File: config.mk
export PLATFORM = sky130hd
export DESIGN_NAME = lbist_misr_engine
export DESIGN_NICKNAME = d
export VERILOG_FILES = /design/src/rtl/lbist_pkg.sv /design/src/rtl/lbist_shreg.sv /design/src/rtl/lbist_misr_engine.sv
export SDC_FILE = /design/constraint.sdc
export NUM_CORES = 1
export LEC_CHECK = 0
export CAP_MARGIN = 20
export CORE_MARGIN = 2
export CORE_UTILIZATION = 51
export DETAILED_ROUTE_END_ITERATION = 8
export HOLD_SLACK_MARGIN = 0.1
export PLACE_DENSITY = 0.87
export SYNTH_ARGS = -nofsm -noshare
export SYNTH_HDL_FRONTEND = slang
export SYNTH_SLANG_ARGS = --single-unit
File: constraint.sdc
create_clock -name clk -period 5.89 [get_ports clk]
set_input_delay 1.178 -clock clk [delete_from_list [all_inputs] [get_ports clk]]
set_output_delay 1.178 -clock clk [all_outputs]
set_load 0.01 [all_outputs]
File: src/rtl/lbist_pkg.sv
// Shared types and helpers for the logic-BIST pattern/signature engine.
package lbist_pkg;

  // Engine sequencing states; exported as a debug output by the top level.
  typedef enum logic [1:0] {
    ST_IDLE  = 2'd0,
    ST_RUN   = 2'd1,
    ST_DRAIN = 2'd2,
    ST_CMP   = 2'd3
  } lbist_state_e;

  // Default feedback taps, zero-extended so any WIDTH up to 64 can slice them.
  localparam logic [63:0] DEF_LFSR_POLY = 64'h0000_0000_0400_0007;
  localparam logic [63:0] DEF_MISR_POLY = 64'h0000_0000_04C1_1DB7;

  // Rotate the low w bits of v left by n positions (n taken modulo w).
  // Bits at and above w are returned as zero.
  function automatic logic [63:0] rotl(input logic [63:0] v,
                                       input int unsigned w,
                                       input int unsigned n);
    logic [63:0] r;
    r = '0;
    if (w != 0) begin
      for (int unsigned i = 0; i < 64; i++) begin
        if (i < w) r[(i + n) % w] = v[i];
      end
    end
    return r;
  endfunction

endpackage

File: src/rtl/lbist_shreg.sv
// Generic Galois shift register: parallel load, or a step that shifts left,
// folds the feedback taps in when the MSB falls out, and XORs in xin.
// Used with xin tied to zero as a pattern LFSR, and with data as a MISR.
module lbist_shreg #(
  parameter int             W    = 32,
  parameter logic [W-1:0]   POLY = '0
) (
  input  logic         clk,
  input  logic         rst,
  input  logic         load,
  input  logic [W-1:0] load_val,
  input  logic         step,
  input  logic [W-1:0] xin,
  output logic [W-1:0] q
);

  // Load has priority over step; otherwise the register holds.
  always_ff @(posedge clk or negedge rst) begin
    if (!rst) begin
      q <= '0;
    end else if (load) begin
      q <= load_val;
    end else if (step) begin
      q <= {q[W-2:0], 1'b0} ^ (q[W-1] ? POLY : '0) ^ xin;
    end
  end

endmodule

File: src/rtl/lbist_misr_engine.sv
// Logic-BIST engine: drives LFSR patterns into the datapath, compacts the
// response channels into a MISR signature and compares it with a run-time
// golden value. Also flags lockstep divergence between channels 0 and 1.
//
// Handshake: start is a single-cycle request honoured only in IDLE with a
// non-zero pattern count; done is a single-cycle pulse qualifying pass/fail,
// which then hold until the next accepted start. There is no backpressure.
module lbist_misr_engine
  import lbist_pkg::*;
#(
  parameter int               WIDTH     = 32,
  parameter int               N_CH      = 2,
  parameter int               CNT_W     = 16,
  parameter int               RESP_LAT  = 1,
  parameter logic [WIDTH-1:0] LFSR_POLY = DEF_LFSR_POLY[WIDTH-1:0],
  parameter logic [WIDTH-1:0] MISR_POLY = DEF_MISR_POLY[WIDTH-1:0]
) (
  input  logic                  clk,
  input  logic                  rst,
  input  logic                  start,
  input  logic                  abort,
  input  logic [CNT_W-1:0]      num_patterns,
  input  logic [WIDTH-1:0]      seed,
  input  logic [WIDTH-1:0]      golden,
  input  logic [N_CH*WIDTH-1:0] resp,
  output logic [WIDTH-1:0]      pattern,
  output logic                  test_en,
  output logic                  busy,
  output logic                  done,
  output logic                  pass,
  output logic                  fail,
  output logic                  lockstep_err,
  output logic [WIDTH-1:0]      signature,
  output lbist_state_e          state_dbg
);

  lbist_state_e     state;
  logic [CNT_W-1:0] cnt;
  logic [CNT_W-1:0] num_q;
  logic [2:0]       dcnt;
  logic             pass_q;
  logic             fail_q;
  logic             lock_q;

  logic             accept;
  logic             abort_ok;
  logic             tail;
  logic             absorb;
  logic             lock_diff;
  logic             sig_match;
  logic [WIDTH-1:0] seed_eff;
  logic [WIDTH-1:0] fold;
  logic [63:0]      rot_w;
  logic [WIDTH-1:0] lfsr_q;
  logic [WIDTH-1:0] misr_q;

  assign accept    = (state == ST_IDLE) && start && (num_patterns != '0);
  assign abort_ok  = abort && ((state == ST_RUN) || (state == ST_DRAIN));
  assign seed_eff  = (seed == '0) ? WIDTH'(1) : seed;
  assign absorb    = tail && ((state == ST_RUN) || (state == ST_DRAIN)) && !abort;
  assign sig_match = (misr_q == golden);

  // Channel fold: each channel is rotated by its index so identical
  // channels do not cancel each other in the XOR.
  always_comb begin
    fold  = '0;
    rot_w = '0;
    for (int c = 0; c < N_CH; c++) begin
      rot_w = rotl(64'(resp[c*WIDTH +: WIDTH]), WIDTH, c);
      fold  = fold ^ rot_w[WIDTH-1:0];
    end
  end

  generate
    if (N_CH >= 2) begin : g_lock
      assign lock_diff = (resp[WIDTH +: WIDTH] != resp[0 +: WIDTH]);
    end else begin : g_nolock
      assign lock_diff = 1'b0;
    end

    if (RESP_LAT == 0) begin : g_nolat
      assign tail = (state == ST_RUN);
    end else begin : g_lat
      logic [RESP_LAT-1:0] vpipe;
      // Valid pipe: one bit per presented pattern, cleared when idle or aborted.
      always_ff @(posedge clk or negedge rst) begin
        if (!rst) begin
          vpipe <= '0;
        end else if ((state == ST_IDLE) || abort_ok) begin
          vpipe <= '0;
        end else begin
          vpipe <= (vpipe << 1) | RESP_LAT'(state == ST_RUN);
        end
      end
      assign tail = vpipe[RESP_LAT-1];
    end
  endgenerate

  lbist_shreg #(.W(WIDTH), .POLY(LFSR_POLY)) u_lfsr (
    .clk      (clk),
    .rst      (rst),
    .load     (accept),
    .load_val (seed_eff),
    .step     (state == ST_RUN),
    .xin      ('0),
    .q        (lfsr_q)
  );

  lbist_shreg #(.W(WIDTH), .POLY(MISR_POLY)) u_misr (
    .clk      (clk),
    .rst      (rst),
    .load     (accept),
    .load_val ('0),
    .step     (absorb),
    .xin      (fold),
    .q        (misr_q)
  );

  // Sequencer: pattern/drain counting, registered status outputs, sticky lockstep flag.
  always_ff @(posedge clk or negedge rst) begin
    if (!rst) begin
      state   <= ST_IDLE;
      cnt     <= '0;
      num_q   <= '0;
      dcnt    <= '0;
      test_en <= 1'b0;
      busy    <= 1'b0;
      done    <= 1'b0;
      pass_q  <= 1'b0;
      fail_q  <= 1'b0;
      lock_q  <= 1'b0;
    end else begin
      done <= 1'b0;
      case (state)
        ST_IDLE: begin
          if (accept) begin
            state   <= ST_RUN;
            num_q   <= num_patterns;
            cnt     <= '0;
            pass_q  <= 1'b0;
            fail_q  <= 1'b0;
            lock_q  <= 1'b0;
            busy    <= 1'b1;
            test_en <= 1'b1;
          end
        end
        ST_RUN: begin
          if (abort) begin
            state   <= ST_IDLE;
            busy    <= 1'b0;
            test_en <= 1'b0;
          end else if (cnt == num_q - CNT_W'(1)) begin
            if (RESP_LAT == 0) begin
              state   <= ST_CMP;
              test_en <= 1'b0;
              done    <= 1'b1;
            end else begin
              state <= ST_DRAIN;
              dcnt  <= '0;
            end
          end else begin
            cnt <= cnt + CNT_W'(1);
          end
        end
        ST_DRAIN: begin
          if (abort) begin
            state   <= ST_IDLE;
            busy    <= 1'b0;
            test_en <= 1'b0;
          end else if (dcnt == 3'(RESP_LAT - 1)) begin
            state   <= ST_CMP;
            test_en <= 1'b0;
            done    <= 1'b1;
          end else begin
            dcnt <= dcnt + 3'd1;
          end
        end
        ST_CMP: begin
          state  <= ST_IDLE;
          busy   <= 1'b0;
          pass_q <= sig_match;
          fail_q <= !sig_match;
        end
        default: begin
          state   <= ST_IDLE;
          busy    <= 1'b0;
          test_en <= 1'b0;
        end
      endcase
      if (absorb && lock_diff) lock_q <= 1'b1;
    end
  end

  // golden is sampled during the compare cycle itself, so pass/fail come
  // straight from the comparator then and from the held copy afterwards.
  assign pass         = (state == ST_CMP) ? sig_match  : pass_q;
  assign fail         = (state == ST_CMP) ? !sig_match : fail_q;
  assign pattern      = lfsr_q;
  assign signature    = misr_q;
  assign lockstep_err = lock_q;
  assign state_dbg    = state;

endmodule
== Word-level counts from Yosys, hierarchy flattened ==
Cells that the tools add are included.

* Bitwise logic cells: 4
* $add $sub $neg: 3
* Eq/ne operators: 16
* Reductions and logical operators: 31
* Mux-type cells: 39

{| class="wikitable"
|+ Operator list
! kind !! count
|-
| 2-to-1 mux 32 bit || 5
|-
| XOR 32 bit || 4
|-
| 2-to-1 mux 27 bit || 2
|-
| 2-to-1 mux 16 bit || 3
|-
| equality test 32 bit || 1
|-
| zero test 32 bit || 1
|-
| != test 32 bit || 1
|-
| case mux 16 bit (2 select lines) || 1
|-
| adder 16 x 1 -> 16 bit (second input constant) || 1
|-
| equality test 16 bit || 1
|-
| nonzero test 16 bit || 1
|-
| subtractor 16 x 1 -> 16 bit (second input constant) || 1
|-
| != test 2 bit (second input constant) || 7
|-
| nonzero test 2 bit || 7
|-
| 2-to-1 mux 1 bit || 13
|-
| 2-to-1 mux 3 bit || 4
|-
| 2-to-1 mux 2 bit || 5
|-
| case mux 2 bit (4 select lines) || 1
|-
| AND reduction 2 bit || 4
|-
| AND reduction 4 bit || 2
|-
| logical AND 1 bit || 6
|-
| case mux 1 bit (3 select lines) || 2
|-
| case mux 3 bit (2 select lines) || 1
|-
| AND reduction 5 bit || 1
|-
| 14 further kinds || 18
|}

* Register bits after elaboration: 108

== Logic depth before layout (Yosys ltp) ==
* Depth after elaboration: 7
* Gate-level depth with buffers: 12

== Cells and area by module ==
Synthesis repeated with hierarchy kept, for this count alone.

* Cells, all modules: 828
* Area, all modules: 7,741.2 um2

{| class="wikitable"
|+ Modules (own cells, without submodules)
! module !! times used !! cells an instance !! area each (um2)
|-
| lbist_misr_engine || 1 || 460 || 3,993.8
|-
| lbist_shreg (u_misr) || 1 || 190 || 1,905.6
|-
| lbist_shreg (u_lfsr) || 1 || 178 || 1,841.8
|}

== Least setup slack after synthesis ==
OpenSTA, ideal clock, no wires.

* Kind: in2out
* Start: input port golden[27]
* End: output port pass
* Cell stages on the path: 6
* Data required time: 4.712 ns
* Setup slack: 2.664 ns
* Arrival time: 2.048 ns
* Path buffers: 0
* Cell sequence: xor2_1 > nor4_1 > nand4_1 > nor2_1 > nand2_1 > o21ai_0

* Word-level cells in the longest chain between the ends: 2

{| class="wikitable"
|+ RTL lines
! element !! RTL line !! source
|-
| start: declaration || lbist_misr_engine.sv:24 || <nowiki>input logic [WIDTH-1:0] golden,</nowiki>
|-
| equality test 32 bit || lbist_misr_engine.sv:61 || <nowiki>assign sig_match = (misr_q == golden);</nowiki>
|-
| 2-to-1 mux 1 bit || lbist_misr_engine.sv:196 || <nowiki>assign pass = (state == ST_CMP) ? sig_match : pass_q;</nowiki>
|-
| end: declaration || lbist_misr_engine.sv:30 || <nowiki>output logic pass,</nowiki>
|}

Every way passes these cells.

== Worst setup path in the final report ==
* Start: input port golden[11]
* End: output port pass

The elaborated chain is that of the path after synthesis.

==> run_results.csv <==
group,metric,value,unit
status,status,"finished, final reports clean",
setup_path,path_cells,"clkdlybuf4s50_1 -> xor2_1 -> nor4_1 -> nand4_1 -> nor2_1 -> nand2_1 -> o21ai_0 -> clkdlybuf4s50_1",
logic_synthesis,synth_edf_count,0,
placed_design,dp_hpwl,15190,um
finish,num_antenna_cells,0,
sta,worst_pin_slew,0.8163,ns
clocking,clk_path_buf_depth,2,
finish,fin_nets,1101,
pwr,p_int,2411,uW
clocking,ctsResizeCount,0,
floorplan,fp.coreArea,13240,sq um
floorplan,fp-row-count,42,
setup_path,slowest_delay,0.55,ns
sta,hold_violations,0,
pwr,p_switching,1662,uW
setup_path,rr_endpoint,"cnt[9]$_DFFE_PN0P_",
logic_synthesis,syn_area,6933,sq um
setup_path,timing_worst_setup_path_type,"in2out",
setup_path,reg2reg_depth,9,
route,drt-initial-drc-count,519,
finish,area_growth,37.88,%
setup_path,r2r_setup_slack,2.81,ns
clocking,clk_pin_slew_worst_paths,0.06,ns
logic_synthesis,synth-seq-cells,108,
setup_path,worstReg2RegStart,"state_dbg[1]$_DFFE_PN0P_",
logic_synthesis,async_flop_share,100.0,%
setup_path,cp_top_family,"simple AND/OR/NAND/NOR gates",
floorplan,initial_core_util,52.35,%
setup_path,crit_arrival,3.60,ns
logic_synthesis,seq_area_frac_synth,38.98,%
global_routing,track_usage,28.23,%
run,cap_viol_max_count,0,
clocking,cts_max_level,3,
setup_path,critPathMaxFanout,3,
pwr,pwr-share-seq,34.0,%
setup_path,critPathBufInv,2,
clocking,insertion_delay,0.36,ns
sta,setup_viol,0,
setup_path,crit_path_frequent_cell,"clkdlybuf4s50_1",
clocking,cts_tree,"yes",
hold_path,worstHoldStart,"test_en$_DFFE_PN0P_",
logic_synthesis,synth_cell_types,57,
logic_synthesis,synth_flop_cell,"dfrtp_1",
sta,fmax,209.4,MHz
route,vias,6265,
pwr,leakage,0.003725,uW
sta,layout_min_cycle_time,4.776,ns
setup_path,crit_path_top_delay_cell,"clkdlybuf4s50_1",
pwr,switching_share,40.81,%
sta,max_slew_margin,45.45,%
placed_design,gp_congestion,0.9251,
floorplan,ioPinCount,220,
hold_path,min_to,"test_en$_DFFE_PN0P_",
global_routing,grt_pass1_vias,6160,
route,routedWlPerCell,18.00,um
route,ant_nets,0,
floorplan,die-area,14540,sq um
logic_synthesis,synth_fp_nets,900,
floorplan,fp.dieH,120.6,um
route,drtPass1Iterations,5,
pwr,p_comb_share,51.7,%
logic_synthesis,netlist_instances,743,
floorplan,die-width,120.6,um
setup_path,required,4.71,ns
sta,rsz0062_at_grt,"false",
pwr,p_per_area,426.1,nW/um^2
global_routing,grt_first_pass_wirelength,32060,um
sta,fin_tns_setup,0,ns
pwr,ir_drop,286.6,uV
clocking,post_cts_buffers,0,
pwr,p_clk_share,14.2,%
setup_path,crit_path_start_kind,"input pin",
route,via_per_inst,5.569,
setup_path,crit_path_end_kind,"output port",
global_routing,antenna_found_initial,0,
placed_design,port_buffers,219,
clocking,ctsHoldBuffers,0,
route,finalWirelength,20250,um
route,drc_errors,0,
hold_path,min_path_type,"reg2reg",
sta,post-route-period-util,81.09,%
sta,finalClockSkew,0.01396,ns
hold_path,whs_path_depth,2,
clocking,clock_sinks,108,
logic_synthesis,syn_avg_cell_area,9.331,sq um
global_routing,grt_remaining_overflow,0,
finish,drive_above_1_share,5.479,%
pwr,total_power,4074,uW
clocking,cts_root_buffer,"clkbuf_16",
sta,maxSlewViolCount,0,
clocking,cts_made_buffers,9,
logic_synthesis,ys.warnings.count,0,
global_routing,grt_max_degree,81,
-- routing by layer --
| metal | vias to the layer above | GRT usage (%) | share of wire, % |
|---|---|---|---|
| li1 | 2986 | - | - |
| met1 | 3041 | 37.59 | 43 |
| met2 | 201 | 47.07 | 50 |
| met3 | 37 | 4.528 | 4.7 |
| met4 | 0 | 9.375 | 2.5 |
| met5 | - | 0 | 0 |
-- registers in the layout (all words and copies together), names as in the netlist, 2 cells and up --
signal     count
num_q         16
u_lfsr.q      32
cnt           16
dcnt           3
u_misr.q      32
state_dbg      2
-- stage by stage --
step | std cells | utilization (%) | hold WS, ns | cell area [sq um] | worst slack, ns
global placement | 1108 | 69.88 | 0.4613 | 9254 | 1.237
global route | 1125 | 72.18 | 0.5189 | 9559 | 1.081
finish | 1125 | 72.18 | 0.4854 | 9559 | 1.114
floorplan | 743 | - | 0.4514 | 6933 | 2.664
CTS | 1124 | 71.98 | 0.4895 | 9532 | 1.233
detailed placement | 1108 | 69.88 | 0.4688 | 9254 | 1.236
-- kinds of logic (layout without fill, tap and decap cells) --
kind of cell / Yosys count / count (layout) / synth area share, %
multiplexers: 46 / 46 / 6.894
XOR/XNOR: 161 / 161 / 20.34
AND/OR/NAND/NOR: 244 / 244 / 18.55
flip-flops: 108 / 108 / 38.98
AO/OA/AOI/OAI: 127 / 127 / 10.97
adder cells (fa/ha/maj): 9 / 9 / 1.624
buffers and inverters: 48 / 254 / 2.635
-- worst min-delay path, stage by stage, from the launching register on --
cell and delay (ns):
dfrtp_1 0.35, nand2_1 0.05, o21ai_0 0.06
-- worst max-delay path by stage --
stage,start,end,slack [ns],cells after the start
final,golden[11],pass,1.11,8
after CTS,golden[11],pass,1.23,8
after floorplan,golden[27],pass,2.66,6
after global placement,golden[11],pass,1.24,8
after global routing,golden[11],pass,1.08,8
after detailed placement,golden[11],pass,1.24,8
-- cell usage after synthesis, types with 2 or more instances --
cell,instances,share of area (%)
mux2i_1,32,4.6
or4_4,2,0.32
inv_1,13,0.70
nand3_1,12,0.87
and2_1,2,0.18
buf_2,2,0.14
o211ai_1,4,0.43
a221o_1,2,0.29
buf_1,2,0.11
mux2_2,14,2.3
nor3b_1,3,0.32
ha_1,9,1.6
o21a_1,2,0.22
a211oi_1,15,1.6
nor4bb_1,3,0.43
nor2b_1,4,0.36
xor2_1,37,4.7
nand4_1,18,1.6
nor2_1,35,1.9
nand2_1,100,5.4
xnor2_1,124,16
a21oi_1,32,2.3
clkbuf_1,31,1.7
or3_1,4,0.36
nor3_1,8,0.58
nor4_4,2,0.61
o31ai_1,5,0.54
nand2b_1,10,0.90
a31oi_1,4,0.36
o21ai_0,50,3.6
dfrtp_1,108,39
a21boi_1,2,0.22
and3_1,6,0.54
nor4_1,23,2.1
-- power groups by stage --
stage | Sequential [uW] | Clock [uW] | Combinational (uW)
2_1_floorplan | 1390 | 0 | 1210
3_3_place_gp | 1380 | 0 | 2040
3_5_place_dp | 1390 | 0 | 2090
4_1_cts | 1380 | 583 | 2100
5_1_grt | 1420 | 617 | 2300
6_report | 1390 | 579 | 2110
-- layout by cell type, fill, tap and decap left out, drive strengths merged, types with 2 or more instances in the layout --
master	n
nor4bb	3
nand2	100
clkdlybuf4s50	218
nand4	19
and3	6
dfrtp	108
o21a	2
and2	2
inv	14
xnor2	124
nand3	13
o31ai	5
nor3b	3
or3	4
mux2i	32
or4	2
a21boi	3
a221o	2
o211ai	4
a31oi	4
buf	7
a21oi	33
nor2	36
xor2	37
ha	9
a211oi	16
and4bb	2
nor3	9
clkbuf	11
nor4	25
mux2	14
nand2b	10
clkinv	3
nor2b	4
o21ai	52
-- cell type report --
cell class              count  area, sq um
well taps                 176        220.2
multi-input cells         587         4055
inverters                  13        48.80
fillers                  1023         3684
clock buffers              11        242.7
flip-flops and latches    108         2703
clock inverters             5        35.03
repair buffers            225         2255
No activity file was read; power rests on OpenSTA's default activity.
